**src/rtl/serial_frame_receiver.sv**
```systemverilog
// Deserialises one readout frame: a timestamp word followed by encoded samples.
// Samples are queued in a small valid/ready FIFO; truncation and overflow are flagged.
module serial_frame_receiver #(
  parameter int TIME_BITS   = 32,
  parameter int SAMPLE_BITS = 3,
  parameter int FIFO_DEPTH  = 8,
  parameter int MAX_SAMPLES = 256
) (
  input  logic                   clk,
  input  logic                   reset,
  input  logic                   frame_start,
  input  logic                   frame_active,
  input  logic                   bit_valid,
  input  logic                   serial_in,
  output logic [TIME_BITS-1:0]   time_stamp,
  output logic                   time_valid,
  output logic [SAMPLE_BITS-1:0] sample_data,
  output logic                   sample_valid,
  input  logic                   sample_ready,
  output logic [8:0]             sample_count,
  output logic                   frame_done,
  output logic                   frame_error,
  output logic                   overflow
);

  localparam int CNT_W = $clog2(TIME_BITS + 1);
  localparam int PTR_W = $clog2(FIFO_DEPTH);
  localparam int OCC_W = PTR_W + 1;

  localparam logic [CNT_W-1:0] TIME_LAST = CNT_W'(TIME_BITS - 1);
  localparam logic [CNT_W-1:0] SMP_LAST  = CNT_W'(SAMPLE_BITS - 1);
  localparam logic [8:0]       SMP_MAX   = 9'(MAX_SAMPLES);
  localparam logic [OCC_W-1:0] OCC_FULL  = OCC_W'(FIFO_DEPTH);

  typedef enum logic [1:0] {
    S_IDLE,
    S_TIME,
    S_SAMPLE,
    S_DONE
  } state_e;

  state_e                 state_q, state_d;
  logic [TIME_BITS-1:0]   shift_q, shift_d;
  logic [CNT_W-1:0]       bit_cnt_q, bit_cnt_d;
  logic [TIME_BITS-1:0]   time_stamp_q, time_stamp_d;
  logic                   time_valid_q, time_valid_d;
  logic [8:0]             smp_cnt_q, smp_cnt_d;
  logic                   frame_done_q, frame_done_d;
  logic                   frame_error_q, frame_error_d;
  logic                   active_q, active_d;
  logic                   overflow_q, overflow_d;

  logic [PTR_W-1:0]       wr_ptr_q, wr_ptr_d;
  logic [PTR_W-1:0]       rd_ptr_q, rd_ptr_d;
  logic [OCC_W-1:0]       occ_q, occ_d;
  logic [SAMPLE_BITS-1:0] mem_q [FIFO_DEPTH];
  logic [SAMPLE_BITS-1:0] mem_d [FIFO_DEPTH];

  logic                   push;
  logic [SAMPLE_BITS-1:0] push_data;
  logic [TIME_BITS-1:0]   shifted;
  logic                   fall;
  logic                   take_bit;
  logic                   do_push;
  logic                   do_pop;
  logic                   full;

  assign shifted  = {shift_q[TIME_BITS-2:0], serial_in};
  assign fall     = active_q && !frame_active;
  assign take_bit = bit_valid && frame_active;
  assign active_d = frame_active;

  always_comb begin
    state_d       = state_q;
    shift_d       = shift_q;
    bit_cnt_d     = bit_cnt_q;
    time_stamp_d  = time_stamp_q;
    time_valid_d  = 1'b0;
    smp_cnt_d     = smp_cnt_q;
    frame_done_d  = 1'b0;
    frame_error_d = frame_error_q;
    push          = 1'b0;
    push_data     = shifted[SAMPLE_BITS-1:0];

    unique case (state_q)
      S_IDLE, S_DONE: begin
        state_d = S_IDLE;
        if (frame_start) begin
          state_d       = S_TIME;
          shift_d       = '0;
          bit_cnt_d     = '0;
          smp_cnt_d     = '0;
          frame_error_d = 1'b0;
        end
      end
      S_TIME, S_SAMPLE: begin
        if (frame_start) begin
          // Restart aborts the frame in flight
          state_d       = S_TIME;
          shift_d       = '0;
          bit_cnt_d     = '0;
          smp_cnt_d     = '0;
          frame_error_d = 1'b1;
        end else if (fall) begin
          state_d = S_DONE;
          if (state_q == S_TIME || bit_cnt_q != '0) begin
            frame_error_d = 1'b1;
          end else begin
            frame_done_d = 1'b1;
          end
        end else if (take_bit) begin
          shift_d = shifted;
          if (state_q == S_TIME) begin
            if (bit_cnt_q == TIME_LAST) begin
              time_stamp_d = shifted;
              time_valid_d = 1'b1;
              state_d      = S_SAMPLE;
              bit_cnt_d    = '0;
            end else begin
              bit_cnt_d = bit_cnt_q + CNT_W'(1);
            end
          end else if (bit_cnt_q == SMP_LAST) begin
            bit_cnt_d = '0;
            if (smp_cnt_q == SMP_MAX) begin
              frame_error_d = 1'b1;
            end else begin
              push      = 1'b1;
              smp_cnt_d = smp_cnt_q + 9'd1;
            end
          end else begin
            bit_cnt_d = bit_cnt_q + CNT_W'(1);
          end
        end
      end
      default: state_d = S_IDLE;
    endcase
  end

  // A pop in the same cycle frees the slot a full-FIFO push needs
  always_comb begin
    full       = (occ_q == OCC_FULL);
    do_pop     = sample_ready && (occ_q != '0);
    do_push    = push && (!full || do_pop);
    overflow_d = overflow_q || (push && !do_push);
    wr_ptr_d   = wr_ptr_q + PTR_W'(do_push);
    rd_ptr_d   = rd_ptr_q + PTR_W'(do_pop);
    occ_d      = occ_q + OCC_W'(do_push) - OCC_W'(do_pop);
    mem_d      = mem_q;
    if (do_push) begin
      mem_d[wr_ptr_q] = push_data;
    end
  end

  always_ff @(posedge clk) begin
    if (!reset) begin
      state_q       <= S_IDLE;
      shift_q       <= '0;
      bit_cnt_q     <= '0;
      time_stamp_q  <= '0;
      time_valid_q  <= 1'b0;
      smp_cnt_q     <= '0;
      frame_done_q  <= 1'b0;
      frame_error_q <= 1'b0;
      active_q      <= 1'b0;
      overflow_q    <= 1'b0;
      wr_ptr_q      <= '0;
      rd_ptr_q      <= '0;
      occ_q         <= '0;
      mem_q         <= '{default: '0};
    end else begin
      state_q       <= state_d;
      shift_q       <= shift_d;
      bit_cnt_q     <= bit_cnt_d;
      time_stamp_q  <= time_stamp_d;
      time_valid_q  <= time_valid_d;
      smp_cnt_q     <= smp_cnt_d;
      frame_done_q  <= frame_done_d;
      frame_error_q <= frame_error_d;
      active_q      <= active_d;
      overflow_q    <= overflow_d;
      wr_ptr_q      <= wr_ptr_d;
      rd_ptr_q      <= rd_ptr_d;
      occ_q         <= occ_d;
      mem_q         <= mem_d;
    end
  end

  assign time_stamp   = time_stamp_q;
  assign time_valid   = time_valid_q;
  assign sample_valid = (occ_q != '0);
  assign sample_data  = sample_valid ? mem_q[rd_ptr_q] : '0;
  assign sample_count = smp_cnt_q;
  assign frame_done   = frame_done_q;
  assign frame_error  = frame_error_q;
  assign overflow     = overflow_q;

endmodule

```
**config.mk**
```make
export PLATFORM = sky130hd
export DESIGN_NAME = serial_frame_receiver
export DESIGN_NICKNAME = d
export VERILOG_FILES = /design/src/rtl/serial_frame_receiver.sv
export SDC_FILE = /design/constraint.sdc
export NUM_CORES = 1
export LEC_CHECK = 0
export CAP_MARGIN = 20
export CELL_PAD_IN_SITES_DETAIL_PLACEMENT = 1
export CELL_PAD_IN_SITES_GLOBAL_PLACEMENT = 2
export CORE_MARGIN = 2
export CORE_UTILIZATION = 34
export DETAILED_ROUTE_END_ITERATION = 10
export PLACE_DENSITY = 0.81
export SLEW_MARGIN = 20
export SYNTH_ARGS = -nofsm -noshare
export SYNTH_HDL_FRONTEND = slang
export SYNTH_SLANG_ARGS = --single-unit
```
**constraint.sdc**
```tcl
create_clock -name clk -period 3.65 [get_ports clk]
set_input_delay 0.73 -clock clk [delete_from_list [all_inputs] [get_ports clk]]
set_output_delay 0.73 -clock clk [all_outputs]
set_load 0.01 [all_outputs]
```
==> results of run 1 <==
[flip-flops by register name (all words and copies together) (netlist names), 2 cells and up]
| name | count |
|---|---|
| rd_ptr_q | 3 |
| time_stamp | 32 |
| bit_cnt_q | 6 |
| sample_count | 9 |
| shift_q | 31 |
| mem_q | 24 |
| state_q | 2 |
| occ_q | 4 |
| wr_ptr_q | 3 |
[worst paths after layout]
path | to | slack (ps)
max | sample_data[1] | 590
min | time_stamp[8] | 450
max reg2reg | occ_q[2] | 850
min reg2reg | time_stamp[8] | 450
[through the flow]
| step | power (W) | instance area (sq um) | setup WS, ps |
|---|---|---|---|
| after floorplan | 0.00171 | 5230 | 781 |
| after global placement | 0.00182 | 5920 | 565 |
| after detailed placement | 0.00185 | 5920 | 511 |
| after CTS | 0.00367 | 6550 | 543 |
| after global routing | 0.00378 | 6550 | 437 |
| final | 0.00363 | 6550 | 588 |
[Yosys cell counts, types with 2 or more instances]
master       n  area [sq um]
a311oi_1     5          43.8
and2_1       8          50.1
buf_2        8          40.0
a31o_2       4          35.0
o22ai_1      2          12.5
nand3b_1     5          37.5
o2111ai_2    2          30.0
a21oi_1     71           355
nor2_1      44           165
and4_1       2          17.5
nor3_1       7          35.0
nand3_1     32           160
a31oi_1      2          12.5
or4_1        7          52.6
a221oi_1     2          17.5
nor3b_1      3          22.5
o21a_1       3          22.5
nand2_1     76           285
nand4_1      3          18.8
ha_1        17           213
nor4_1       2          12.5
o311a_1      4          40.0
clkbuf_1    33           124
or3_1        3          18.8
nor4bb_1     2          20.0
a22oi_1     31           233
o31ai_1      9          67.6
o211a_1      2          20.0
nor2b_1      3          18.8
mux4_2       6           135
xnor2_1      5          43.8
dfxtp_1    119          2380
o21ai_0     27           135
mux2i_1      3          30.0
nand2b_1     4          25.0
or4b_1       2          20.0
buf_1        6          22.5
o211ai_1     2          15.0
inv_1       15          56.3
[metal layers]
| metal | up-vias | GRT usage | share of wire |
|---|---|---|---|
| li1 | 2229 | - | - |
| met1 | 2258 | 0.232 | 0.47 |
| met2 | 56 | 0.316 | 0.49 |
| met3 | 14 | 0.0430 | 0.029 |
| met4 | 0 | 0.0582 | 0.013 |
| met5 | - | 0 | 0 |
[logic make-up after synthesis]
logic type	count (synthesis)	synth area share
and+or+nand+nor	209	0.196
adders and majority gates	18	0.0445
buffers and inverters	65	0.0488
DFF	119	0.456
xor gates and xnor gates	5	0.00838
muxes	10	0.0338
AOI/OAI and AO/OA	174	0.213
[critical path, cell delays in order (launching register included)]
cell and delay, ps:
dfxtp_1 600, mux4_2 590, mux2i_1 160, a21oi_1 60, clkdlybuf4s50_1 490
[final cells by class]
| type | count | area [sq um] | share of cell area |
|---|---|---|---|
| clock inverters | 14 | 198 | 0.0302 |
| clock buffers | 18 | 439 | 0.0670 |
| multi-input cells | 416 | 2610 | 0.398 |
| well taps | 188 | 235 | 0.0359 |
| repair buffers | 65 | 626 | 0.0955 |
| inverters | 17 | 63.8 | 0.00974 |
| flip-flops and latches | 119 | 2380 | 0.363 |
[power by group through the flow]
stage | logic, W | clock network (W) | registers [W]
4_1_cts | 0.000453 | 0.00184 | 0.00138
3_5_place_dp | 0.000450 | 0 | 0.00140
6_report | 0.000450 | 0.00181 | 0.00138
5_1_grt | 0.000498 | 0.00190 | 0.00138
3_3_place_gp | 0.000422 | 0 | 0.00140
2_1_floorplan | 0.000334 | 0 | 0.00138
==> results.md, run 1 <==
- Synthesized area per cell: 8.71 sq um
- Detailed Routing Iterations Pass 1: 4
- Height of the die: roughly 130 um
- # resized after CTS: 0
- Post-route clock skew: ~7.6 ps
- Antenna violations before repair: 0
- Switching power as a share of total power: 0.263
- Most common flop cell mapped by yosys: dfxtp_1
- Required time reported for the critical path endpoint: just under 3000 ps
- Buffers inserted during post-CTS setup optimization: 0
- Time the worst path needs with I/O delays and setup: 3060 ps
- Wire length of the first global-routing pass: 24000 um
- Routed vias: about 4.6k
- Placeable core area: 15100 sq um
- Number of buffers created by CTS: 17
- Max transition margin: 0.596
- Startpoint type of the worst setup path: flop
- Seq cells post-synth: ~120
- Reg2Reg Launch Point: sample_count[0]
- Post-detail-place hpwl: around 9600 um
- Via count of the first global-routing pass: about 4.7k
- Fraction of layout instances using a drive strength above 1: 0.0955
- Layout area overhead: 25.4%
- Leading cell type in the layout, fill and taps excluded: dfxtp_1
- Number of synthesis warnings: 0
- Internal Dissipation: approximately 0.0027 W
- Clock network fraction of total power: 0.498
- Filler cells: 1754
- CTS tree: yes
- Comb pwr share: 0.124
- Number of unique standard cell types used by synthesis: 58
- Maximum number of pins on one net before global-route repair: 37
- Sort of element at the end of the critical path: output pin
- Switching power summed over all nets: 0.000955 W
- Overflow left after global routing: 0
- Io pins: 56
- Maximum resistive drop on vdd: 0.261 mV
- Hold path startpoint: time_stamp[8]
- Vias per inst: 5.44
- H-tree levels: 4
- Clock root cell: clkbuf_16
- Biggest fanout along the worst timing path: 7
- Post-Place Cells: 805
- Count of max-cap constraint violations: 0
- Pins over their slew limit: 0
- EDFF count, synth: 0
- Setup crit start: rd_ptr_q[0]
- Final core utilization: 0.434
- Most frequent cells in the layout: dfxtp_1 (119), nand2_1 (76), a21oi_1 (71), clkdlybuf4s50_1 (55), nor2_1 (43)
- Starting Density: 0.346
- Final worst path period share: 0.839
- Startpoint-to-endpoint class of the critical path: reg -> out
- Number of hold-repair buffers added at the cts stage: 0
- Weighted congestion at the end of routability-driven global placement: 0.805
- 1st-iter DRT viols: 213
- Worst reg-to-reg path cell count: 10
- Remaining antenna violation count after routing: 0
- Per-cell routed wire length: 17.3 um
- Clock sink count: 119
- # rows: 45
- Asr flop ratio synth: 0
- Post-layout nets: around 660
- Chip width: roughly 130 um
- Post-route setup TNS: 0 ps
- Arrival time worst endpoint: 2330 ps
- Number of buffers between clock root and the deepest sink: 2
- Clock transition at the registers of the reported paths: 60 ps
- Worst Hold Depth: 2
- Fraction of the yosys area taken by sequential cells: 0.456
- Clock Latency Late Sink: 420 ps
- Total count of hold-check failures in the final report: 0
- Slew at the pin closest to its max-slew limit: 604 ps
- Final Non-Filler Cells: 837
- Total setup violations reported at the end of the flow: 0
- RSZ-0062 raised after global routing: no
- Part of the total power dissipated in sequential elements: 0.379
- Status: finished, final reports clean
- Total standard cell area after synthesis: 5230 sq um
- Power per standard cell area: 554 nW/um^2
- Full die area: 16400 sq um
- Final Routed Wirelength: 14500 um
- Hold crit path type: reg -> reg
- Post-synthesis cell count: 600
- Hold_ws: 454 ps
- GR Util All Layers: 0.185
- Highest Clock Rate: 327 MHz
- DRC viols: 0
- Leakage power: approximately 2.2 nW
- Number of antenna diodes: 0
- Number of buffer cells added on primary ports: between 50 and 60
- Syn_nets: approximately 630
Note: power is estimated with default switching activity, not from simulation.
==> inputs of run 2 (changes only) <==
Settings changed: CORE_UTILIZATION 34 to 31, PLACE_DENSITY 0.81 to 0.78.
Clock period 3.65 ns to 2.65 ns, I/O delays scaled along.
==> results.md, run 2 (synthesis results as in run 1) <==
- Status: finished, final reports clean
- Clock transition at the registers of the reported paths: around 60 ps
- Placement Setup Slack: -169 ps
- Required time reported for the critical path endpoint: 2930 ps
- Number of buffer cells added on primary ports: between 50 and 60
- Highest Clock Rate: 392 MHz
- List of cells traversed by the critical path: inv_1 -> ha_1 -> or4b_1 -> o2111ai_4 -> nor2_1 -> mux2_4 -> ha_4 -> a21o_1 -> a21oi_2 -> xnor2_1 -> nor2_1
- Power per standard cell area: 701 nW/um^2
- Vias per inst: around 5.2
- Post-detail-place hpwl: 9940 um
- Number of antenna diodes: 0
- Maximum resistive drop on vdd: 0.386 mV
- Final Routed Wirelength: approximately 15000 um
- 1st-iter DRT viols: 259
- Startpoint type of the worst setup path: flop
- Io pins: 56
- Max transition margin: 0.604
- Via count of the first global-routing pass: 5022
- Maximum number of pins on one net before global-route repair: 98
- Total setup violations reported at the end of the flow: 0
- Remaining antenna violation count after routing: 0
- Leading cell type in the layout, fill and taps excluded: dfxtp_1
- GR Util All Layers: 0.174
- Count of max-cap constraint violations: 0
- CTS tree: yes
- Pins over their slew limit: 0
- Starting Density: 0.316
- H-tree levels: 4
- Routed vias: 4667
- Arrival time worst endpoint: 2830 ps
- Placeable core area: 16500 sq um
- Hold_ws: 457 ps
- Time the worst path needs with I/O delays and setup: 2550 ps
- Slew at the pin closest to its max-slew limit: 593 ps
- Buffers inserted during post-CTS setup optimization: 0
- Antenna violations before repair: 0
- Overflow left after global routing: 0
- Post-layout nets: 684
- Startpoint-to-endpoint class of the critical path: reg -> reg
- Crit path buffers/inverters: 1
- Wire length of the first global-routing pass: 25000 um
- Max stage delay cell, worst path: or4b_1
- Biggest fanout along the worst timing path: 4
- Hold crit path type: reg -> reg
- Kind of cell adding the most delay to the critical path: simple AND/OR/NAND/NOR gates
- Weighted congestion at the end of routability-driven global placement: approximately 0.83
- Number of flip-flops in the largest register: 32
- Final worst path period share: 0.963
- Clock root cell: clkbuf_16
- Sort of element at the end of the critical path: flop
- Fraction of layout instances using a drive strength above 1: 0.134
- Total count of hold-check failures in the final report: 0
- Chip width: 134 um
- Final WS setup: approximately 99 ps
- # rows: 47
- Number of hold-repair buffers added at the cts stage: 0
- Per-cell routed wire length: 16.8 um
- Leakage power: 2.28 nW
- Post-route clock skew: between 15 and 20 ps
- Clock sink count: 119
- Layout area overhead: 29.1%
- Number of buffers created by CTS: 17
- Clock Latency Late Sink: 420 ps
- Most frequent cells in the layout: dfxtp_1 (118), nand2_1 (76), a21oi_1 (70), clkdlybuf4s50_1 (52), nor2_1 (43)
- Number of buffers between clock root and the deepest sink: 2
- Height of the die: 134 um
- DRC viols: 0
- Detailed Routing Iterations Pass 1: 4
- CP max stage delay: about 510 ps
- Full die area: ~18000 sq um
- Critical Path Most Common Cell: nor2_1
## run 2: area by class of cell
class	instances	area, sq um
well taps	220	275
inverters	17	63.8
clock buffers	17	425
clock inverters	15	119
repair buffers	88	823
fillers	1912	9780
multi-input cells	416	2660
flip-flops and latches	119	2380
## run 2: metal layers
layer / part of all wire / GRT usage / routed length, um / vias up
met1: 0.44 / 0.213 / 6650 / 2308
met3: 0.028 / 0.0397 / 419 / 17
met2: 0.51 / 0.300 / 7670 / 71
li1: - / - / - / 2271
met5: 0 / 0 / 0 / -
met4: 0.015 / 0.0650 / 226 / 0
## run 2: final timing paths
path / start / cells past startpoint / end / slack, ps
worst max-delay path: sample_count[0] / 11 / occ_q[3] / 100
worst min register to register: time_stamp[24] / 2 / time_stamp[24] / 460
worst min-delay path: time_stamp[24] / 2 / time_stamp[24] / 460
worst max register to register: sample_count[0] / 11 / occ_q[3] / 100
## run 2: what timing repair did
action | 4_1_cts | 5_1_grt
pin swaps | 0 | 2
endpoints found under the hold margin | 0 | 0
setup endpoints to repair | 3 | 1
gates resized for setup | 4 | 2
## run 2: power by group
group          total [W]  switching [W]  leakage, nW  internal [W]
logic           0.000730       0.000417         1.06      0.000313
registers        0.00188      0.0000432        0.960       0.00183
clock network    0.00212       0.000908        0.264       0.00121
## run 2: worst min-delay path: stages (launching register included)
cell,delay (ps)
dfxtp_1,310
nand2_1,50
a21oi_1,50
## run 2: metrics by stage
stage / std cells / setup TNS (ps) / cell area [sq um] / total power [W] / utilization
3_5_place_dp: 860 / -430 / 6190 / 0.00263 / 0.374
2_1_floorplan: 600 / 0 / 5270 / 0.00238 / -
5_1_grt: 892 / -3.53 / 6750 / 0.00498 / 0.408
4_1_cts: 892 / 0 / 6730 / 0.00478 / 0.407
6_report: 892 / 0 / 6750 / 0.00473 / 0.408
3_3_place_gp: 860 / -243 / 6190 / 0.00258 / 0.374
==> inputs of run 3 (changes only) <==
Settings changed: RECOVER_POWER from default to 25, SKIP_LAST_GASP from default to 1.
==> results.md, run 3 (synthesis results as in run 1) <==
- Via count of the first global-routing pass: 5022
- Pins over their slew limit: 0
- Startpoint-to-endpoint class of the critical path: reg -> reg
- Placement Setup Slack: -169 ps
- Chip width: ~130 um
- Leading cell type in the layout, fill and taps excluded: dfxtp_1
- Per-cell routed wire length: approximately 17 um
- Leakage power: 2.40 nW
- Post-layout nets: 684
- 1st-iter DRT viols: 260
- Slew at the pin closest to its max-slew limit: just under 700 ps
- Clock sink count: between 100 and 150
- Maximum number of pins on one net before global-route repair: 98
- Time the worst path needs with I/O delays and setup: between 2000 and 3000 ps
- GR Util All Layers: 0.174
- Seq. cell area: 2380 sq um
- DRC viols: 0
- Number of antenna diodes: 0
- Final Routed Wirelength: 15000 um
- Sort of element at the end of the critical path: flop
- Critical Path Most Common Cell: nor2_1
- Number of buffer cells added on primary ports: 55
- Max transition margin: 0.539
- H-tree levels: 4
- Number of buffers between clock root and the deepest sink: 2
- Placeable core area: around 17000 sq um
- Detailed Routing Iterations Pass 1: 4
- Hold crit path type: reg -> reg
- Arrival time worst endpoint: ~2800 ps
- Post-route clock skew: 9.33 ps
- Clock root cell: clkbuf_16
- Crit path buffers/inverters: 1
- Number of flip-flops in the largest register: 32
- Biggest fanout along the worst timing path: 4
- # rows: 47
- CP max stage delay: 510 ps
- Area of combinational cells with multiple inputs: 2660 sq um
- Antenna violations before repair: 0
- Routed vias: 4671
- Fraction of layout instances using a drive strength above 1: 0.131
- Vias per inst: about 5.2
- Height of the die: around 130 um
- Startpoint type of the worst setup path: flop
- Status: finished, final reports clean
- Total count of hold-check failures in the final report: 0
- Max stage delay cell, worst path: or4b_1
- Clock transition at the registers of the reported paths: roughly 60 ps
- Required time reported for the critical path endpoint: 2930 ps
- Full die area: 17900 sq um
- Starting Density: 0.316
- Power per standard cell area: 702 nW/um^2
- Overflow left after global routing: 0
- Clock Latency Late Sink: 420 ps
- Most frequent cells in the layout: dfxtp_1 (118), nand2_1 (76), a21oi_1 (70), nor2_1 (43), dlygate4sd3_1 (36)
- Filler cells: around 1.9k
- Wire length of the first global-routing pass: 25000 um
- Final worst path period share: 0.961
- CTS tree: yes
- Highest Clock Rate: 393 MHz
- List of cells traversed by the critical path: inv_1 -> ha_1 -> or4b_1 -> o2111ai_4 -> nor2_1 -> mux2_4 -> ha_4 -> a21o_1 -> a21oi_2 -> xnor2_1 -> nor2_1
- Kind of cell adding the most delay to the critical path: simple AND/OR/NAND/NOR gates
- Layout area overhead: 29.0%
- Number of buffers created by CTS: 17
- Overall power after layout: between 0.004 and 0.005 W
- Post-detail-place hpwl: 9940 um
- Maximum resistive drop on vdd: between 0.3 and 0.4 mV
- Weighted congestion at the end of routability-driven global placement: 0.830
- Total setup violations reported at the end of the flow: 0
- Final WS setup: between 100 and 150 ps
- Io pins: 56
- Count of max-cap constraint violations: 0
- Number of hold-repair buffers added at the cts stage: 0
- Remaining antenna violation count after routing: 0
## run 3: routing by layer
metal | part of all wire | up-vias | track usage
met5 | 0 | - | 0
met4 | 0.017 | 0 | 0.0650
met3 | 0.032 | 18 | 0.0397
met2 | 0.51 | 76 | 0.300
met1 | 0.44 | 2305 | 0.213
li1 | - | 2272 | -
## run 3: per-stage QoR
step | area (sq um) | TNS [ps] | cells | util | hold slack (ps)
global placement | 6190 | -243 | 860 | 0.374 | 444
finish | 6740 | 0 | 892 | 0.408 | 453
CTS | 6730 | 0 | 892 | 0.407 | 458
global route | 6740 | -3.43 | 892 | 0.408 | 474
floorplan | 5270 | 0 | 600 | - | 432
detailed placement | 6190 | -430 | 860 | 0.374 | 450
## run 3: power by group
part           internal (W)  switching (W)  leakage [nW]
Combinational      0.000311       0.000417          1.18
Clock               0.00121       0.000912         0.264
Sequential          0.00183      0.0000432         0.960
Total               0.00336        0.00137          2.40
## run 3: what timing repair did
action	in CTS	in global routing
gates resized for setup	4	2
pin swaps	0	2
buffers inserted	0	0
setup endpoints to repair	3	1
## run 3: path summary, 6_finish.rpt
kind / from / cells past startpoint / endpoint / slack [ps]
max: sample_count[0] / 11 / occ_q[3] / 100
min: time_stamp[29] / 2 / time_stamp[29] / 450
max reg2reg: sample_count[0] / 11 / occ_q[3] / 100
min reg2reg: time_stamp[29] / 2 / time_stamp[29] / 450
## run 3: cell type report
class                           instances  share of cell area
Clock buffer                           17              0.0631
Clock inverter                         15              0.0176
Inverter                               17             0.00946
Multi-Input combinational cell        416               0.394
Sequential cell                       119               0.353
Tap cell                              220              0.0408
Timing Repair Buffer                   88               0.122
## run 3: worst min-delay path: stages, from the launching register on
cell,delay (ps)
dfxtp_1,300
nand2_1,50
a21oi_1,50
==> RTL change: new RTL, settings of run 1 <==
`FIFO_DEPTH`: 8 -> 4.
--- a/src/rtl/serial_frame_receiver.sv
+++ b/src/rtl/serial_frame_receiver.sv
@@ -3,7 +3,7 @@
 module serial_frame_receiver #(
   parameter int TIME_BITS   = 32,
   parameter int SAMPLE_BITS = 3,
-  parameter int FIFO_DEPTH  = 8,
+  parameter int FIFO_DEPTH  = 4,
   parameter int MAX_SAMPLES = 256
 ) (
   input  logic                   clk,
Behaviour: no difference found for any inputs over 4 cycles, from zero or initial values and one cycle with reset low; that may be too few to reach the edited logic, so the function may still have changed.
==> RTL change against run 1 <==
- clock skew barely moved
- synthesized cell count fell by 21%
- setup slack got worse by 0.022 ns
- hold slack improved by 0.0013 ns
- wire length fell by 29%
- final cell count fell by 18%
- first-iteration DRC count fell by 8.0%
- sequential cell count fell by 15
- final area fell by 20%
- area after synthesis fell by 19%
Power is not compared: it rests on default switching activity, and its combinational part moved more than twofold at a synthesized area within 25%.
==> RTL change: results (changes against run 1) <==
\begin{tabular}{lr}
\hline
Metric & Value \\
\hline
\multicolumn{2}{l}{\textbf{Placed design}} \\
\quad Routability-driven placement congestion ratio & 0.7812 (-2.9\%) \\
\quad Pre-CTS WS & 0.2650 ns (-0.2455 ns) \\
\quad Number of cells in the design after placement & 673 (-16\%) \\
\quad Final HPWL from detailed placement & 6638 µm (-31\%) \\
\multicolumn{2}{l}{\textbf{Setup path}} \\
\quad Cell family contributing the most delay on the critical path & adder cells \\
\quad Slowest cell on the critical path & ha\_1 \\
\quad Max FO, Critical Path & 12 (+5) \\
\quad Number of cell instances on the worst register-to-register path & 13 (+3) \\
\quad End point of the critical path & occ\_q[2] \\
\quad Largest stage delay, worst path & 0.45 ns (-0.15 ns) \\
\multicolumn{2}{l}{\textbf{GRT}} \\
\quad GRT Util Overall & 16.23\% (-2.3 points) \\
\quad Number of global-route vias before repair & 3,521 (-25\%) \\
\quad Met2 Track Usage GR & 25.96\% (-5.6 points) \\
\quad Pin count of the biggest net entering global routing & 56 (+51\%) \\
\quad Met3 usage in global routing & 3.743\% (-0.56 points) \\
\quad Global-route track usage on met1 & 21.72\% (-1.5 points) \\
\multicolumn{2}{l}{\textbf{Clocking}} \\
\quad Clock insertion delay at the later pin of the skew report & 0.34 ns (-0.08 ns) \\
\quad Total clock buffers created by CTS & 9 (-8) \\
\quad CTS H-tree lvls & 3 (-1) \\
\multicolumn{2}{l}{\textbf{Detailed routing}} \\
\quad Met2 routed WL & 4768 µm (-32\%) \\
\quad DR iter-0 viols & 196 (-8.0\%) \\
\quad DR WL/cell & 14.95 µm (-14\%) \\
\quad Met3 Wirelength & 357 µm (-14\%) \\
\quad Met1 layer wirelength in the final routing & 5008 µm (-27\%) \\
\quad Via count normalized by instance count & 5.025 (-7.7\%) \\
\multicolumn{2}{l}{\textbf{Logic synthesis}} \\
\quad Adder and majority gate portion of the synthesized area & 4.033\% (-0.42 points) \\
\quad Share of synthesized area spent on multiplexers & 4.448\% (+1.1 points) \\
\quad Area fraction in compound gates after synthesis & 15.15\% (-6.1 points) \\
\quad Part of the Yosys area used for sequential elements & 49.35\% (+3.8 points) \\
\quad Synthesized netlist net count & 492 (-21\%) \\
\quad Synth cell count leaders & dfxtp\_1, nand2\_1, nor2\_1 \\
\multicolumn{2}{l}{\textbf{Status}} \\
\quad Result of the run & finished clean \\
\multicolumn{2}{l}{\textbf{Finish}} \\
\quad Final non-filler cell total & 688 (-18\%) \\
\quad Final layout net count & 536 (-19\%) \\
\quad \# fillers & 1,379 (-21\%) \\
\multicolumn{2}{l}{\textbf{Timing}} \\
\quad Worst slew margin relative to its limit & 31.70\% (-28 points) \\
\quad Max Clock Skew & 0.007174 ns (-0.0003800 ns) \\
\hline
\end{tabular}
-- RTL change: cell count changes in the layout (fill, tap and decap cells not counted), sizes merged, moves of 8 or more --
cell and delta:
a21oi -28, nand3 -25, o21ai -23, dfxtp -15, nand2 +15, mux2i +9
clkbuf -8
-- RTL change: metrics by stage --
step	area, µm²	power [mW]	hold WS [ns]
2_1_floorplan	4219	1.331	0.4316
3_3_place_gp	4941	1.394	0.4412
3_5_place_dp	4942	1.400	0.4502
4_1_cts	5245	2.396	0.4604
5_1_grt	5245	2.471	0.4829
6_report	5245	2.358	0.4553
-- RTL change: cell type report --
type	count	area (µm²)	share of cell area, %
multi-input combinational	328	1997	38.07
sequential	104	2082	39.69
clock buffer	10	239.0	4.556
timing repair buffer	61	608.1	11.59
clock inverter	5	63.81	1.217
tap	168	210.2	4.008
inverter	12	45.04	0.8588
